`src/rtl/pcs_defs.sv`:
```
// Shared 1000BASE-X PCS definitions: control-code bytes, idle data bytes and
// the transmit state encoding. The Receive block uses the same constants.
package pcs_defs;

    // Special code groups, as 8-bit values fed to the 8b/10b encoder with is_k=1
    localparam logic [7:0] K28_5 = 8'hBC;
    localparam logic [7:0] K27_7 = 8'hFB;
    localparam logic [7:0] K29_7 = 8'hFD;
    localparam logic [7:0] K23_7 = 8'hF7;
    localparam logic [7:0] K30_7 = 8'hFE;

    // Second group of the idle ordered sets: D5.6 for /I1/, D16.2 for /I2/
    localparam logic [7:0] D5_6  = 8'hC5;
    localparam logic [7:0] D16_2 = 8'h50;

    // Group emitted while reset is held: K28.5 taken from RD-
    localparam logic [9:0] RESET_CODE = 10'b0011111010;

    // Transmit ordered-set state encoding
    localparam logic [2:0] ST_IDLE_1  = 3'd0;
    localparam logic [2:0] ST_IDLE_2  = 3'd1;
    localparam logic [2:0] ST_SOP     = 3'd2;
    localparam logic [2:0] ST_DATA    = 3'd3;
    localparam logic [2:0] ST_EOP_T   = 3'd4;
    localparam logic [2:0] ST_EOP_R   = 3'd5;
    localparam logic [2:0] ST_EOP_R2  = 3'd6;

endpackage

```
`src/rtl/encoder_8b10b.sv`:
```
// Combinational 8b/10b encoder. The 6b sub-block is chosen from rd_in, the
// 4b sub-block from the disparity left by the 6b sub-block. Output bit 9 is 'a'.
module encoder_8b10b (
    input  logic [7:0] data,
    input  logic       is_k,
    input  logic       rd_in,
    output logic [9:0] code,
    output logic       rd_out
);

    logic [4:0] x_val;
    logic [2:0] y_val;
    logic [5:0] six_n;
    logic [5:0] six_p;
    logic [5:0] six;
    logic       rd_mid;
    logic [3:0] four_n;
    logic [3:0] four_p;
    logic [3:0] four;
    logic       use_a7;

    assign x_val = data[4:0];
    assign y_val = data[7:5];

    // 5b/6b table (RD- form, RD+ form) and disparity after the 6b sub-block
    always_comb begin
        {six_n, six_p} = {6'b100111, 6'b011000};
        case (x_val)
            5'd0:  {six_n, six_p} = {6'b100111, 6'b011000};
            5'd1:  {six_n, six_p} = {6'b011101, 6'b100010};
            5'd2:  {six_n, six_p} = {6'b101101, 6'b010010};
            5'd3:  {six_n, six_p} = {6'b110001, 6'b110001};
            5'd4:  {six_n, six_p} = {6'b110101, 6'b001010};
            5'd5:  {six_n, six_p} = {6'b101001, 6'b101001};
            5'd6:  {six_n, six_p} = {6'b011001, 6'b011001};
            5'd7:  {six_n, six_p} = {6'b111000, 6'b000111};
            5'd8:  {six_n, six_p} = {6'b111001, 6'b000110};
            5'd9:  {six_n, six_p} = {6'b100101, 6'b100101};
            5'd10: {six_n, six_p} = {6'b010101, 6'b010101};
            5'd11: {six_n, six_p} = {6'b110100, 6'b110100};
            5'd12: {six_n, six_p} = {6'b001101, 6'b001101};
            5'd13: {six_n, six_p} = {6'b101100, 6'b101100};
            5'd14: {six_n, six_p} = {6'b011100, 6'b011100};
            5'd15: {six_n, six_p} = {6'b010111, 6'b101000};
            5'd16: {six_n, six_p} = {6'b011011, 6'b100100};
            5'd17: {six_n, six_p} = {6'b100011, 6'b100011};
            5'd18: {six_n, six_p} = {6'b010011, 6'b010011};
            5'd19: {six_n, six_p} = {6'b110010, 6'b110010};
            5'd20: {six_n, six_p} = {6'b001011, 6'b001011};
            5'd21: {six_n, six_p} = {6'b101010, 6'b101010};
            5'd22: {six_n, six_p} = {6'b011010, 6'b011010};
            5'd23: {six_n, six_p} = {6'b111010, 6'b000101};
            5'd24: {six_n, six_p} = {6'b110011, 6'b001100};
            5'd25: {six_n, six_p} = {6'b100110, 6'b100110};
            5'd26: {six_n, six_p} = {6'b010110, 6'b010110};
            5'd27: {six_n, six_p} = {6'b110110, 6'b001001};
            5'd28: {six_n, six_p} = is_k ? {6'b001111, 6'b110000} : {6'b001110, 6'b001110};
            5'd29: {six_n, six_p} = {6'b101110, 6'b010001};
            5'd30: {six_n, six_p} = {6'b011110, 6'b100001};
            5'd31: {six_n, six_p} = {6'b101011, 6'b010100};
            default: {six_n, six_p} = {6'b100111, 6'b011000};
        endcase
        six    = rd_in ? six_p : six_n;
        rd_mid = rd_in ^ ($countones(six) != 3);
    end

    // 3b/4b table; D.x.7 takes the alternate form where P7 would create a run of five
    always_comb begin
        use_a7 = (!rd_mid && (x_val == 5'd17 || x_val == 5'd18 || x_val == 5'd20)) ||
                 ( rd_mid && (x_val == 5'd11 || x_val == 5'd13 || x_val == 5'd14));
        {four_n, four_p} = {4'b1011, 4'b0100};
        if (is_k) begin
            case (y_val)
                3'd0: {four_n, four_p} = {4'b1011, 4'b0100};
                3'd1: {four_n, four_p} = {4'b0110, 4'b1001};
                3'd2: {four_n, four_p} = {4'b1010, 4'b0101};
                3'd3: {four_n, four_p} = {4'b1100, 4'b0011};
                3'd4: {four_n, four_p} = {4'b1101, 4'b0010};
                3'd5: {four_n, four_p} = {4'b0101, 4'b1010};
                3'd6: {four_n, four_p} = {4'b1001, 4'b0110};
                default: {four_n, four_p} = {4'b0111, 4'b1000};
            endcase
        end else begin
            case (y_val)
                3'd0: {four_n, four_p} = {4'b1011, 4'b0100};
                3'd1: {four_n, four_p} = {4'b1001, 4'b1001};
                3'd2: {four_n, four_p} = {4'b0101, 4'b0101};
                3'd3: {four_n, four_p} = {4'b1100, 4'b0011};
                3'd4: {four_n, four_p} = {4'b1101, 4'b0010};
                3'd5: {four_n, four_p} = {4'b1010, 4'b1010};
                3'd6: {four_n, four_p} = {4'b0110, 4'b0110};
                default: {four_n, four_p} = use_a7 ? {4'b0111, 4'b1000} : {4'b1110, 4'b0001};
            endcase
        end
        four   = rd_mid ? four_p : four_n;
        rd_out = rd_mid ^ ($countones(four) != 2);
        code   = {six, four};
    end

endmodule

```
`src/rtl/pcs_transmit.sv`:
```
// 1000BASE-X PCS transmit: turns the GMII byte stream into 10-bit code groups,
// framing packets with /S/ and /T/R/(R/), filling gaps with /I1/ or /I2/ idles.
module pcs_transmit
    import pcs_defs::*;
(
    input  logic       clk,
    input  logic       RESET,
    input  logic [7:0] TXD,
    input  logic       TX_EN,
    input  logic       TX_ER,
    output logic [9:0] tx_code_group,
    output logic       tx_even,
    output logic       tx_rd
);

    logic [2:0] state_q, state_d;
    logic [9:0] tx_code_group_q, tx_code_group_d;
    logic       tx_rd_q, tx_rd_d;
    logic       tx_even_q, tx_even_d;
    logic [7:0] enc_data;
    logic       enc_is_k;
    logic [9:0] enc_code;
    logic       enc_rd_out;

    encoder_8b10b u_encoder (
        .data   (enc_data),
        .is_k   (enc_is_k),
        .rd_in  (tx_rd_q),
        .code   (enc_code),
        .rd_out (enc_rd_out)
    );

    // Pick the symbol for this slot and the next ordered-set state
    always_comb begin
        state_d   = state_q;
        enc_data  = K28_5;
        enc_is_k  = 1'b1;
        tx_even_d = ~tx_even_q;
        case (state_q)
            ST_IDLE_1: begin
                if (TX_EN) begin
                    enc_data = K27_7;
                    state_d  = ST_DATA;
                end else begin
                    enc_data = K28_5;
                    state_d  = ST_IDLE_2;
                end
            end
            ST_IDLE_2: begin
                // D16.2 from RD+ and D5.6 from RD- both leave RD negative
                enc_is_k = 1'b0;
                enc_data = tx_rd_q ? D16_2 : D5_6;
                state_d  = TX_EN ? ST_SOP : ST_IDLE_1;
            end
            ST_SOP: begin
                enc_data = K27_7;
                state_d  = ST_DATA;
            end
            ST_DATA: begin
                if (!TX_EN) begin
                    enc_data = K29_7;
                    state_d  = ST_EOP_R;
                end else if (TX_ER) begin
                    enc_data = K30_7;
                end else begin
                    enc_data = TXD;
                    enc_is_k = 1'b0;
                end
            end
            ST_EOP_T: begin
                enc_data = K29_7;
                state_d  = ST_EOP_R;
            end
            ST_EOP_R: begin
                // A second /R/ is added when needed so idles begin on an even slot
                enc_data = K23_7;
                state_d  = tx_even_d ? ST_IDLE_1 : ST_EOP_R2;
            end
            ST_EOP_R2: begin
                enc_data = K23_7;
                state_d  = ST_IDLE_1;
            end
            default: begin
                enc_data = K28_5;
                state_d  = ST_IDLE_1;
            end
        endcase
        tx_code_group_d = enc_code;
        tx_rd_d         = enc_rd_out;
    end

    // Register the emitted group, its resulting disparity, slot parity and state
    always_ff @(posedge clk or posedge RESET) begin
        if (RESET) begin
            state_q         <= ST_IDLE_2;
            tx_code_group_q <= RESET_CODE;
            tx_rd_q         <= 1'b1;
            tx_even_q       <= 1'b0;
        end else begin
            state_q         <= state_d;
            tx_code_group_q <= tx_code_group_d;
            tx_rd_q         <= tx_rd_d;
            tx_even_q       <= tx_even_d;
        end
    end

    assign tx_code_group = tx_code_group_q;
    assign tx_rd         = tx_rd_q;
    assign tx_even       = tx_even_q;

endmodule

```
`config.mk`:
```
export PLATFORM = sky130hd
export DESIGN_NAME = pcs_transmit
export DESIGN_NICKNAME = d
export VERILOG_FILES = /design/src/rtl/pcs_defs.sv /design/src/rtl/encoder_8b10b.sv /design/src/rtl/pcs_transmit.sv
export SDC_FILE = /design/constraint.sdc
export NUM_CORES = 1
export LEC_CHECK = 0
export BUFFER_PORTS_ARGS = -buffer_cell sky130_fd_sc_hd__buf_4
export CAP_MARGIN = 20
export CORE_ASPECT_RATIO = 0.7
export CORE_MARGIN = 3
export CORE_UTILIZATION = 40
export DETAILED_ROUTE_END_ITERATION = 10
export PLACE_DENSITY = 0.62
export SLEW_MARGIN = 5
export SYNTH_ARGS = -nofsm -noshare
export SYNTH_HDL_FRONTEND = slang
export SYNTH_SLANG_ARGS = --single-unit
```
`constraint.sdc`:
```
create_clock -name clk -period 6.74 [get_ports clk]
set_input_delay 1.348 -clock clk [delete_from_list [all_inputs] [get_ports clk]]
set_output_delay 1.348 -clock clk [all_outputs]
set_load 0.005 [all_outputs]
```
==> results.sh <==
export IMPL_vias=2119
export IMPL_drive_gt1_share_pct=29.5
export IMPL_regToRegSetupSlack_ns=0.79
export IMPL_hold_viol=0
export IMPL_hold_buffers=0
export IMPL_ys_seq_area_share_pct=20.6
export IMPL_whs_path_depth=1
export IMPL_synthXorXnorAreaFrac_pct=1.87
export IMPL_r2r_cells=25
export IMPL_start_util_pct=42.3
export IMPL_clock_latency_ns=0.24
export IMPL_ant_nets=0
export IMPL_antenna_found_initial=0
export IMPL_drv_slew=0
export IMPL_synth_area_um2=1870
export IMPL_outcome="completed"
export IMPL_cp_arrival_ns=6.60
export IMPL_fin_crit_ns=6.42
export IMPL_drt_iter0_drc=183
export IMPL_clk_pin_slew_worst_paths_ns=0.06
export IMPL_worst_slew_pin_transition_ns=0.677
export IMPL_syn_nets=271
export IMPL_final_common_cell="buf_4"
export IMPL_globalplace_congestion=0.974
export IMPL_fin_nets=304
export IMPL_whs_endpoint="tx_even"
export IMPL_post_cts_buffers=0
export IMPL_synth_cell_types=58
export IMPL_critPathRequiredTime_ns=6.91
export IMPL_yosys_area_share_simple_pct=25.7
export IMPL_finalCritPeriodShare_pct=95.3
export IMPL_r2r_start="state_q[2]"
export IMPL_via_per_inst=6.31
export IMPL_worstHoldStart="tx_even"
export IMPL_cts_htree_levels=1
export IMPL_numClockSinks=15
export IMPL_drv_cap=0
export IMPL_synth_top_family_by_area="compound AO/OA/AOI/OAI gates"
export IMPL_synth_area_mux_share_pct=1.07
export IMPL_core_area_um2=4430
export IMPL_synth_edff_count=0
export IMPL_slew_headroom_pct=54.9
export IMPL_cts_tree="done"
export IMPL_yosys_register_bits=15
export IMPL_portBuffers=23
export IMPL_avgSynthCellArea_um2=7.52
export IMPL_tns_ns=0
export IMPL_dr_pass1_iters=5
export IMPL_fp_dieArea_um2=5550
export IMPL_fmax_ghz=0.156
export IMPL_root_buffer="clkbuf_8"
export IMPL_clock_skew_ns=0.00455
export IMPL_n_antenna_cell=0
export IMPL_die_x_um=87.8
export IMPL_path_max_fanout=11
export IMPL_grt_pass1_wl_um=9340
export IMPL_route_detailed_drc=0
export IMPL_grt_overflow_total=0
export IMPL_clockBufferDepth=2
export IMPL_grt_max_degree=22
export IMPL_fill_cells=418
export IMPL_hold_path_class="reg2reg"
export IMPL_track_usage_pct=21.1
export IMPL_die_y_um=63.2
export IMPL_num_rows=20
export IMPL_hpwl_um=4420
export IMPL_synthAdderAreaFrac_pct=7.89
export IMPL_grt_setup_unrepaired="no"
export IMPL_cts_made_buffers=3
export IMPL_final_cell_mix="buf_4 (47), nand2_1 (29), a21oi_1 (25)"
export IMPL_wire_per_inst_um=17.4
export IMPL_area_delta_synth_final_pct=23.0
export IMPL_synth_compound_area_share_pct=36.7
export IMPL_crit_type="in2reg"
export IMPL_drt_wl_total_um=5850
export IMPL_synth_async_reset_ratio_pct=100
export IMPL_ios=24
export IMPL_cp_end_kind="register"
export IMPL_ys_warn_count=0
export IMPL_synthFlopType="dfstp_2"
export IMPL_ys_top_cells_by_area="dfstp_2 (11%), dfrtp_1 (9.4%), a21oi_1 (6.7%)"
export IMPL_setup_violations=0
export IMPL_post_cts_resized=0
export IMPL_critPathLaunchType="input port"
export IMPL_netlist_instances=249
export IMPL_grt_pass1_vias=1873
export IMPL_yosys_area_top_type_share_pct=11.2
export IMPL_worstReg2RegEnd="tx_rd"
export IMPL_yosys_area_top_type="dfstp_2"
==> sequential cells by signal, summed over array words and instances, names as in the netlist <==
name           count
tx_even            1
tx_code_group     10
state_q            3
tx_rd              1
==> cell usage after synthesis (2+ instances only) <==
master     n
buf_1      2
nand2_1   30
a211o_1    2
or3_1      3
a211oi_1   8
nand3_1    7
nor3_1     4
nor4_1     2
nor3b_1    2
ha_1       7
nor2b_1    4
mux2i_1    2
nor2_1    15
and2_1     2
dfstp_2    8
and3_1     2
buf_2      9
o22ai_1    5
clkbuf_1   7
a21oi_1   25
o21a_1     5
xnor2_1    4
fa_1       3
inv_1      7
a31oi_1    8
o221a_2    3
o31ai_1    5
or2_2      3
o211ai_1   5
o221ai_1   2
nor4b_1    2
nor3_2     2
dfrtp_1    7
o21ai_0   18
nand2b_1   3
a311o_1    2
a221oi_1   3
==> cells by family after synthesis <==
kind of cell    Yosys count
compound gates          102
xor+xnor                  4
fa+ha+maj                10
buf+inv                  26
flops                    15
mux                       2
simple gates             90
==> area by class of cell <==
cell class / instances / area (um2) / share of cell area, %
tap: 55 / 68.8 / 2.99
multi-input combinational: 208 / 1420 / 61.8
timing repair buffer: 47 / 353 / 15.3
inverter: 7 / 26.3 / 1.14
sequential: 15 / 385 / 16.7
clock buffer: 4 / 45.0 / 1.96
==> metrics by stage <==
stage               worst slack (ns)  util [%]  area, um2  hold slack [ns]  instances
floorplan                      0.486         -       1870            0.459        249
detailed placement            0.0192      49.7       2200            0.494        332
global placement               0.117      49.7       2200            0.487        332
finish                         0.319      52.0       2300            0.501        336
CTS                            0.211      50.8       2250            0.503        336
global route                 0.00675      52.0       2300            0.539        336
==> worst max-delay path, cell delays in order <==
cell,delay (ns)
buf_4,0.14
or3b_4,0.41
a311o_1,0.41
nand2_1,0.17
o31ai_1,0.12
buf_4,0.17
a311oi_1,0.38
a32oi_2,0.21
ha_1,0.35
fa_1,0.43
ha_1,0.19
nor2_1,0.10
nand3_1,0.09
xnor2_1,0.16
buf_4,0.18
a211oi_1,0.17
a21oi_1,0.06
a21oi_1,0.17
xnor2_1,0.17
ha_1,0.27
ha_1,0.20
fa_1,0.49
nand2_1,0.06
xnor2_1,0.13
==> per-layer routing <==
metal | GRT usage [%] | wire, um | vias to the layer above
met1 | 34.2 | 2800 | 961
li1 | - | - | 1015
met4 | 7.28 | 139 | 0
met3 | 2.48 | 566 | 16
met5 | 0 | 0 | -
met2 | 27.6 | 2340 | 127
==> how the worst max path moves through the flow <==
stage | cells after the start | startpoint | slack, ns | endpoint
final | 24 | TX_EN | 0.32 | tx_rd
after global routing | 25 | TX_EN | 0.007 | tx_rd
after CTS | 24 | TX_EN | 0.21 | tx_rd
after detailed placement | 25 | TX_EN | 0.02 | tx_rd
after global placement | 24 | TX_EN | 0.12 | tx_rd
after floorplan | 25 | TX_EN | 0.49 | tx_rd
Power is not shown: default switching activity piles up to over one toggle a cycle in this logic, so the estimate is an artifact.
